$ cat src/rtl/ctrl_sequencer.sv
// Control-step sequencer: IDLE, T0..T6, HALT strobe generator for the datapath.
// Optional SEQ_ILLEGAL_TRAP_EN: illegal opcodes halt and set sticky IllegalOp.
module ctrl_sequencer (
  input  logic        Clock,
  input  logic        Clear,
  input  logic        Run,
  input  logic        MemReady,
  input  logic [31:0] IR,
  output logic        PCout,
  output logic        PCin,
  output logic        IncPC,
  output logic        MARin,
  output logic        Read,
  output logic        MDRin,
  output logic        MDRout,
  output logic        IRin,
  output logic        Yin,
  output logic        Zin,
  output logic        Zlowout,
  output logic        Zhighout,
  output logic        HIin,
  output logic        LOin,
  output logic        Gra,
  output logic        Grb,
  output logic        Grc,
  output logic        Rin,
  output logic        Rout,
  output logic [4:0]  ctl,
  output logic        InstrDone,
`ifdef SEQ_ILLEGAL_TRAP_EN
  output logic        IllegalOp,
`endif
  output logic        Halted
);

  localparam logic [4:0] MUL_OP  = 5'b01001;
  localparam logic [4:0] DIV_OP  = 5'b01010;
  localparam logic [4:0] NOP_OP  = 5'b11110;
  localparam logic [4:0] HALT_OP = 5'b11111;
  localparam logic [4:0] ALU_MAX = 5'b01000;

  localparam logic [3:0] S_IDLE = 4'd0;
  localparam logic [3:0] S_T0   = 4'd1;
  localparam logic [3:0] S_T1   = 4'd2;
  localparam logic [3:0] S_T2   = 4'd3;
  localparam logic [3:0] S_T3   = 4'd4;
  localparam logic [3:0] S_T4   = 4'd5;
  localparam logic [3:0] S_T5   = 4'd6;
  localparam logic [3:0] S_T6   = 4'd7;
  localparam logic [3:0] S_HALT = 4'd8;

  logic [3:0] state;
  logic [3:0] state_nxt;
  logic       t1_first;
  logic [4:0] op;
  logic       op_alu;
  logic       op_md;
  logic       op_nop;
  logic       op_halt;
  logic       op_bad;
  logic       op_trap;
  logic       op_skip;
  logic [3:0] eoi_state;
  logic       unused_ir;

  assign op        = IR[31:27];
  assign unused_ir = ^IR[26:0];
  assign op_alu    = (op <= ALU_MAX);
  assign op_md     = (op == MUL_OP) || (op == DIV_OP);
  assign op_nop    = (op == NOP_OP);
  assign op_halt   = (op == HALT_OP);
  assign op_bad    = !(op_alu || op_md || op_nop || op_halt);

`ifdef SEQ_ILLEGAL_TRAP_EN
  assign op_trap = op_bad;
  assign op_skip = op_nop;
`else
  assign op_trap = 1'b0;
  assign op_skip = op_nop || op_bad;
`endif

  assign eoi_state = Run ? S_T0 : S_IDLE;

  always_comb begin
    state_nxt = state;
    unique case (state)
      S_IDLE: state_nxt = Run ? S_T0 : S_IDLE;
      S_T0:   state_nxt = S_T1;
      S_T1:   state_nxt = MemReady ? S_T2 : S_T1;
      S_T2:   state_nxt = S_T3;
      S_T3: begin
        unique case (1'b1)
          op_halt: state_nxt = S_HALT;
          op_trap: state_nxt = S_HALT;
          op_skip: state_nxt = eoi_state;
          default: state_nxt = S_T4;
        endcase
      end
      S_T4:   state_nxt = S_T5;
      S_T5:   state_nxt = op_md ? S_T6 : eoi_state;
      S_T6:   state_nxt = eoi_state;
      S_HALT: state_nxt = S_HALT;
      default: state_nxt = S_IDLE;
    endcase
  end

  // t1_first marks the first T1 cycle so the PC is loaded once per fetch
  always_ff @(posedge Clock or negedge Clear) begin
    if (!Clear) begin
      state    <= S_IDLE;
      t1_first <= 1'b0;
    end else begin
      state    <= state_nxt;
      t1_first <= (state == S_T0);
    end
  end

`ifdef SEQ_ILLEGAL_TRAP_EN
  always_ff @(posedge Clock or negedge Clear) begin
    if (!Clear) begin
      IllegalOp <= 1'b0;
    end else if (state == S_T3 && op_bad) begin
      IllegalOp <= 1'b1;
    end
  end
`endif

  always_comb begin
    PCout     = 1'b0;
    PCin      = 1'b0;
    IncPC     = 1'b0;
    MARin     = 1'b0;
    Read      = 1'b0;
    MDRin     = 1'b0;
    MDRout    = 1'b0;
    IRin      = 1'b0;
    Yin       = 1'b0;
    Zin       = 1'b0;
    Zlowout   = 1'b0;
    Zhighout  = 1'b0;
    HIin      = 1'b0;
    LOin      = 1'b0;
    Gra       = 1'b0;
    Grb       = 1'b0;
    Grc       = 1'b0;
    Rin       = 1'b0;
    Rout      = 1'b0;
    ctl       = 5'd0;
    InstrDone = 1'b0;
    Halted    = 1'b0;
    unique case (state)
      S_T0: begin
        PCout = 1'b1;
        MARin = 1'b1;
        IncPC = 1'b1;
        Zin   = 1'b1;
      end
      S_T1: begin
        Read    = 1'b1;
        MDRin   = 1'b1;
        Zlowout = t1_first;
        PCin    = t1_first;
      end
      S_T2: begin
        MDRout = 1'b1;
        IRin   = 1'b1;
      end
      S_T3: begin
        if (op_halt || op_skip) begin
          InstrDone = 1'b1;
        end else if (!op_trap) begin
          Grb  = 1'b1;
          Rout = 1'b1;
          Yin  = 1'b1;
        end
      end
      S_T4: begin
        Grc  = 1'b1;
        Rout = 1'b1;
        Zin  = 1'b1;
        ctl  = op;
      end
      S_T5: begin
        Zlowout = 1'b1;
        if (op_md) begin
          LOin = 1'b1;
        end else begin
          Gra       = 1'b1;
          Rin       = 1'b1;
          InstrDone = 1'b1;
        end
      end
      S_T6: begin
        Zhighout  = 1'b1;
        HIin      = 1'b1;
        InstrDone = 1'b1;
      end
      S_HALT: Halted = 1'b1;
      default: ;
    endcase
  end

endmodule

$ cat config.mk
export PLATFORM = sky130hd
export DESIGN_NAME = ctrl_sequencer
export DESIGN_NICKNAME = d
export VERILOG_FILES = /design/src/rtl/ctrl_sequencer.sv
export SDC_FILE = /design/constraint.sdc
export NUM_CORES = 1
export LEC_CHECK = 0
export BUFFER_PORTS_ARGS = -buffer_cell sky130_fd_sc_hd__clkbuf_2
export CORE_MARGIN = 1
export CORE_UTILIZATION = 31
export CTS_CLUSTER_SIZE = 40
export DETAILED_ROUTE_END_ITERATION = 7
export PLACE_DENSITY = 0.78
export SLEW_MARGIN = 10
export SYNTH_ARGS = -nofsm -noshare
export SYNTH_HDL_FRONTEND = slang
export SYNTH_SLANG_ARGS = --single-unit
$ cat constraint.sdc
create_clock -name Clock -period 1.5 [get_ports Clock]
set_input_delay 0.15 -clock Clock [delete_from_list [all_inputs] [get_ports Clock]]
set_output_delay 0.15 -clock Clock [all_outputs]
set_load 0.01 [all_outputs]
==> impl_metrics.env <==
export IMPL_maxCapViolCount=0
export IMPL_fp_dieW_um=42.0
export IMPL_drt_iter0_drc=8
export IMPL_setup_ws_ns=-0.0228
export IMPL_final_util_pct=58.1
export IMPL_power_density_nw_per_um2=1560
export IMPL_start_kind="register"
export IMPL_layout_drive_gt1_share_pct=64.8
export IMPL_p_int_uw=794
export IMPL_via_per_inst=4.86
export IMPL_hold_viol=0
export IMPL_period_share_pct=102
export IMPL_pre_cts_ws_ns=0.0979
export IMPL_swShare_pct=42.0
export IMPL_routed_top_layer="met3"
export IMPL_synth_area_per_cell_um2=7.76
export IMPL_clockBufferDepth=2
export IMPL_wl_met3_um=66
export IMPL_port_buffers=34
export IMPL_grt_pass1_vias=559
export IMPL_p_leak_uw=0.000455
export IMPL_drtPass1Iterations=4
export IMPL_clkSinkCount=5
export IMPL_wl_met1_um=580
export IMPL_tritoncts="done"
export IMPL_ioPinCount=62
export IMPL_syn_nets=100
export IMPL_drtAntennaViolNets=0
export IMPL_fmax_ghz=0.657
export IMPL_fin_nets=145
export IMPL_wl_met2_um=836
export IMPL_ys_ff_latch=5
export IMPL_peakVddDrop_mv=0.627
export IMPL_fp_dieH_um=42.0
export IMPL_hold_path_class="input pin to register"
export IMPL_area_growth_pct=76.3
export IMPL_min_period_ns=1.52
export IMPL_path_clk_slew_ns=0.05
export IMPL_cp_arrival_ns=1.37
export IMPL_fin_skew_ns=0.00589
export IMPL_cts_root_buffer="clkbuf_4"
export IMPL_core_um2=1510
export IMPL_cp_end_kind="primary output"
export IMPL_vias=603
export IMPL_pwr_share_clk_pct=11.2
export IMPL_dp_hpwl_um=1020
export IMPL_relSlewSlack_pct=84.5
export IMPL_fp_dieArea_um2=1770
export IMPL_grt_pass1_wl_um=2290
export IMPL_insertion_delay_ns=0.24
export IMPL_seqPwrFrac_pct=19.6
export IMPL_tns_ns=-0.0492
export IMPL_initial_core_util_pct=33.0
export IMPL_violations="setup timing"
export IMPL_finalSetupViolations=5
export IMPL_drc=0
export IMPL_power_uw=1370
export IMPL_ys_seq_area_share_pct=25.2
export IMPL_gp_congestion=0.816
export IMPL_switchingPower_uw=576
export IMPL_worst_path_max_fanout=8
export IMPL_yosys_warnings=0
export IMPL_grt_usage_pct=17.3
export IMPL_fin_area_um2=876
export IMPL_combPwrFrac_pct=69.2
export IMPL_status="finished, violations left"
export IMPL_gr_total_overflow=0
export IMPL_grt_start_max_net_pins=9
export IMPL_syn_area_um2=497
export IMPL_ys_types=27
export IMPL_htreeDepth=1
export IMPL_cts_buffers=3
export IMPL_crit_required_ns=1.35
export IMPL_routed_wl_um=1480
export IMPL_criticalPathCategory="register to primary output"
export IMPL_wire_per_inst_um=12.0
export IMPL_rows=14
export IMPL_n_antenna_cell=0
export IMPL_slew_viol_final=0
export IMPL_rsz0062_at_grt="yes"
export IMPL_tightest_slew_ns=0.232
export IMPL_syn_inst=64
export IMPL_dpl_cell_area_um2=647
export IMPL_antenna_found_initial=0
==> layer usage <==
layer	track usage, %	vias up
li1	-	300
met1	18.9	277
met2	30.6	26
met3	3.88	0
met4	9.38	0
met5	0	-
==> power by group through the flow <==
| stage | logic (µW) | clock network, µW | registers [µW] |
|---|---|---|---|
| 2_1_floorplan | 449 | 0 | 207 |
| 3_3_place_gp | 549 | 0 | 257 |
| 3_5_place_dp | 566 | 0 | 261 |
| 4_1_cts | 698 | 160 | 266 |
| 5_1_grt | 1020 | 172 | 276 |
| 6_report | 948 | 154 | 268 |
==> metrics by stage <==
| stage | cells | hold slack, ns |
|---|---|---|
| 2_1_floorplan | 64 | -0.146 |
| 3_3_place_gp | 108 | -0.0293 |
| 3_5_place_dp | 108 | -0.0252 |
| 4_1_cts | 118 | 0.131 |
| 5_1_grt | 124 | 0.162 |
| 6_report | 124 | 0.140 |
==> cells by family after synthesis <==
| kind of cell | after synthesis | share of synthesized area [%] |
|---|---|---|
| flops | 5 | 25.2 |
| xor+xnor | 1 | 1.76 |
| simple gates | 37 | 42.6 |
| mux | 1 | 2.02 |
| buf+inv | 12 | 15.6 |
| compound gates | 8 | 12.8 |
==> worst max-delay path: stages (launching register included) <==
cell and delay (ns):
dfrtp_2 0.46, buf_4 0.17, nand2b_4 0.10, nor2_4 0.06, or2_4 0.22, clkbuf_2 0.12
==> worst paths after layout <==
path,startpoint,endpoint,slack [ns],cells past startpoint
min in group asynchronous,Clear,t1_first,0.26,2
setup / recovery,state[0],Rout,-0.02,5
max in group asynchronous,Clear,state[1],1.08,2
hold reg to reg,state[3],t1_first,0.63,2
hold / removal,MemReady,state[0],0.14,3
setup reg to reg,state[1],state[1],0.08,6
==> cells in the final DEF (no fill, tap or decap), drive strengths merged <==
cell type     n
a2bb2oi       1
nor3b         1
nor2          6
mux2i         1
o2bb2ai       1
dfrtp         5
nand4         1
clkbuf       32
a21o          1
inv           2
nand3         2
and2          8
o211ai        2
xor2          1
or3           2
a311o         1
a41oi         1
nand2b        3
a21oi         1
nor3          7
or2           2
buf          21
dlygate4sd3   1
nand2         5
==> flip-flops by register name, summed over array words and instances, names as in the netlist <==
signal and flops:
state 4, t1_first 1
==> area by class of cell <==
| class | instances | area, µm² |
|---|---|---|
| fill | 137 | 631 |
| multi-input combinational | 47 | 374 |
| timing repair buffer | 50 | 319 |
| sequential | 5 | 129 |
| clock buffer | 4 | 26.3 |
| tap | 16 | 20.0 |
| inverter | 2 | 7.51 |
==> timing repair <==
action / CTS / global route
buffers inserted: 5 / 6
setup endpoints to repair: 18 / 20
hold buffers: 1 / 0
endpoints found under the hold margin: 5 / 0
resized for setup: 11 / 19
pin swaps: 2 / 10
==> Yosys cell counts <==
library cell  instances  area (µm²)
and2_4                1        8.76
a21o_1                1        7.51
a41oi_1               1        8.76
and2_1                7        43.8
or2_2                 2        12.5
or3_1                 2        12.5
a311o_1               1        10.0
o211ai_1              2        15.0
nor2_1                5        18.8
nor3_2                1        10.0
nand2b_1              2        12.5
nand3_1               2        10.0
a21oi_1               1        5.00
dfrtp_1               5         125
buf_4                 8        60.1
inv_1                 2        7.51
nand4_1               1        6.26
nand2_1               5        18.8
xor2_1                1        8.76
buf_2                 2        10.0
nor3b_1               1        7.51
mux2i_1               1        10.0
nand2b_4              1        13.8
nor2_2                1        6.26
nor3_1                6        30.0
o2bb2ai_1             1        8.76
a2bb2oi_1             1        8.76
(Power assumes the default switching activity.)
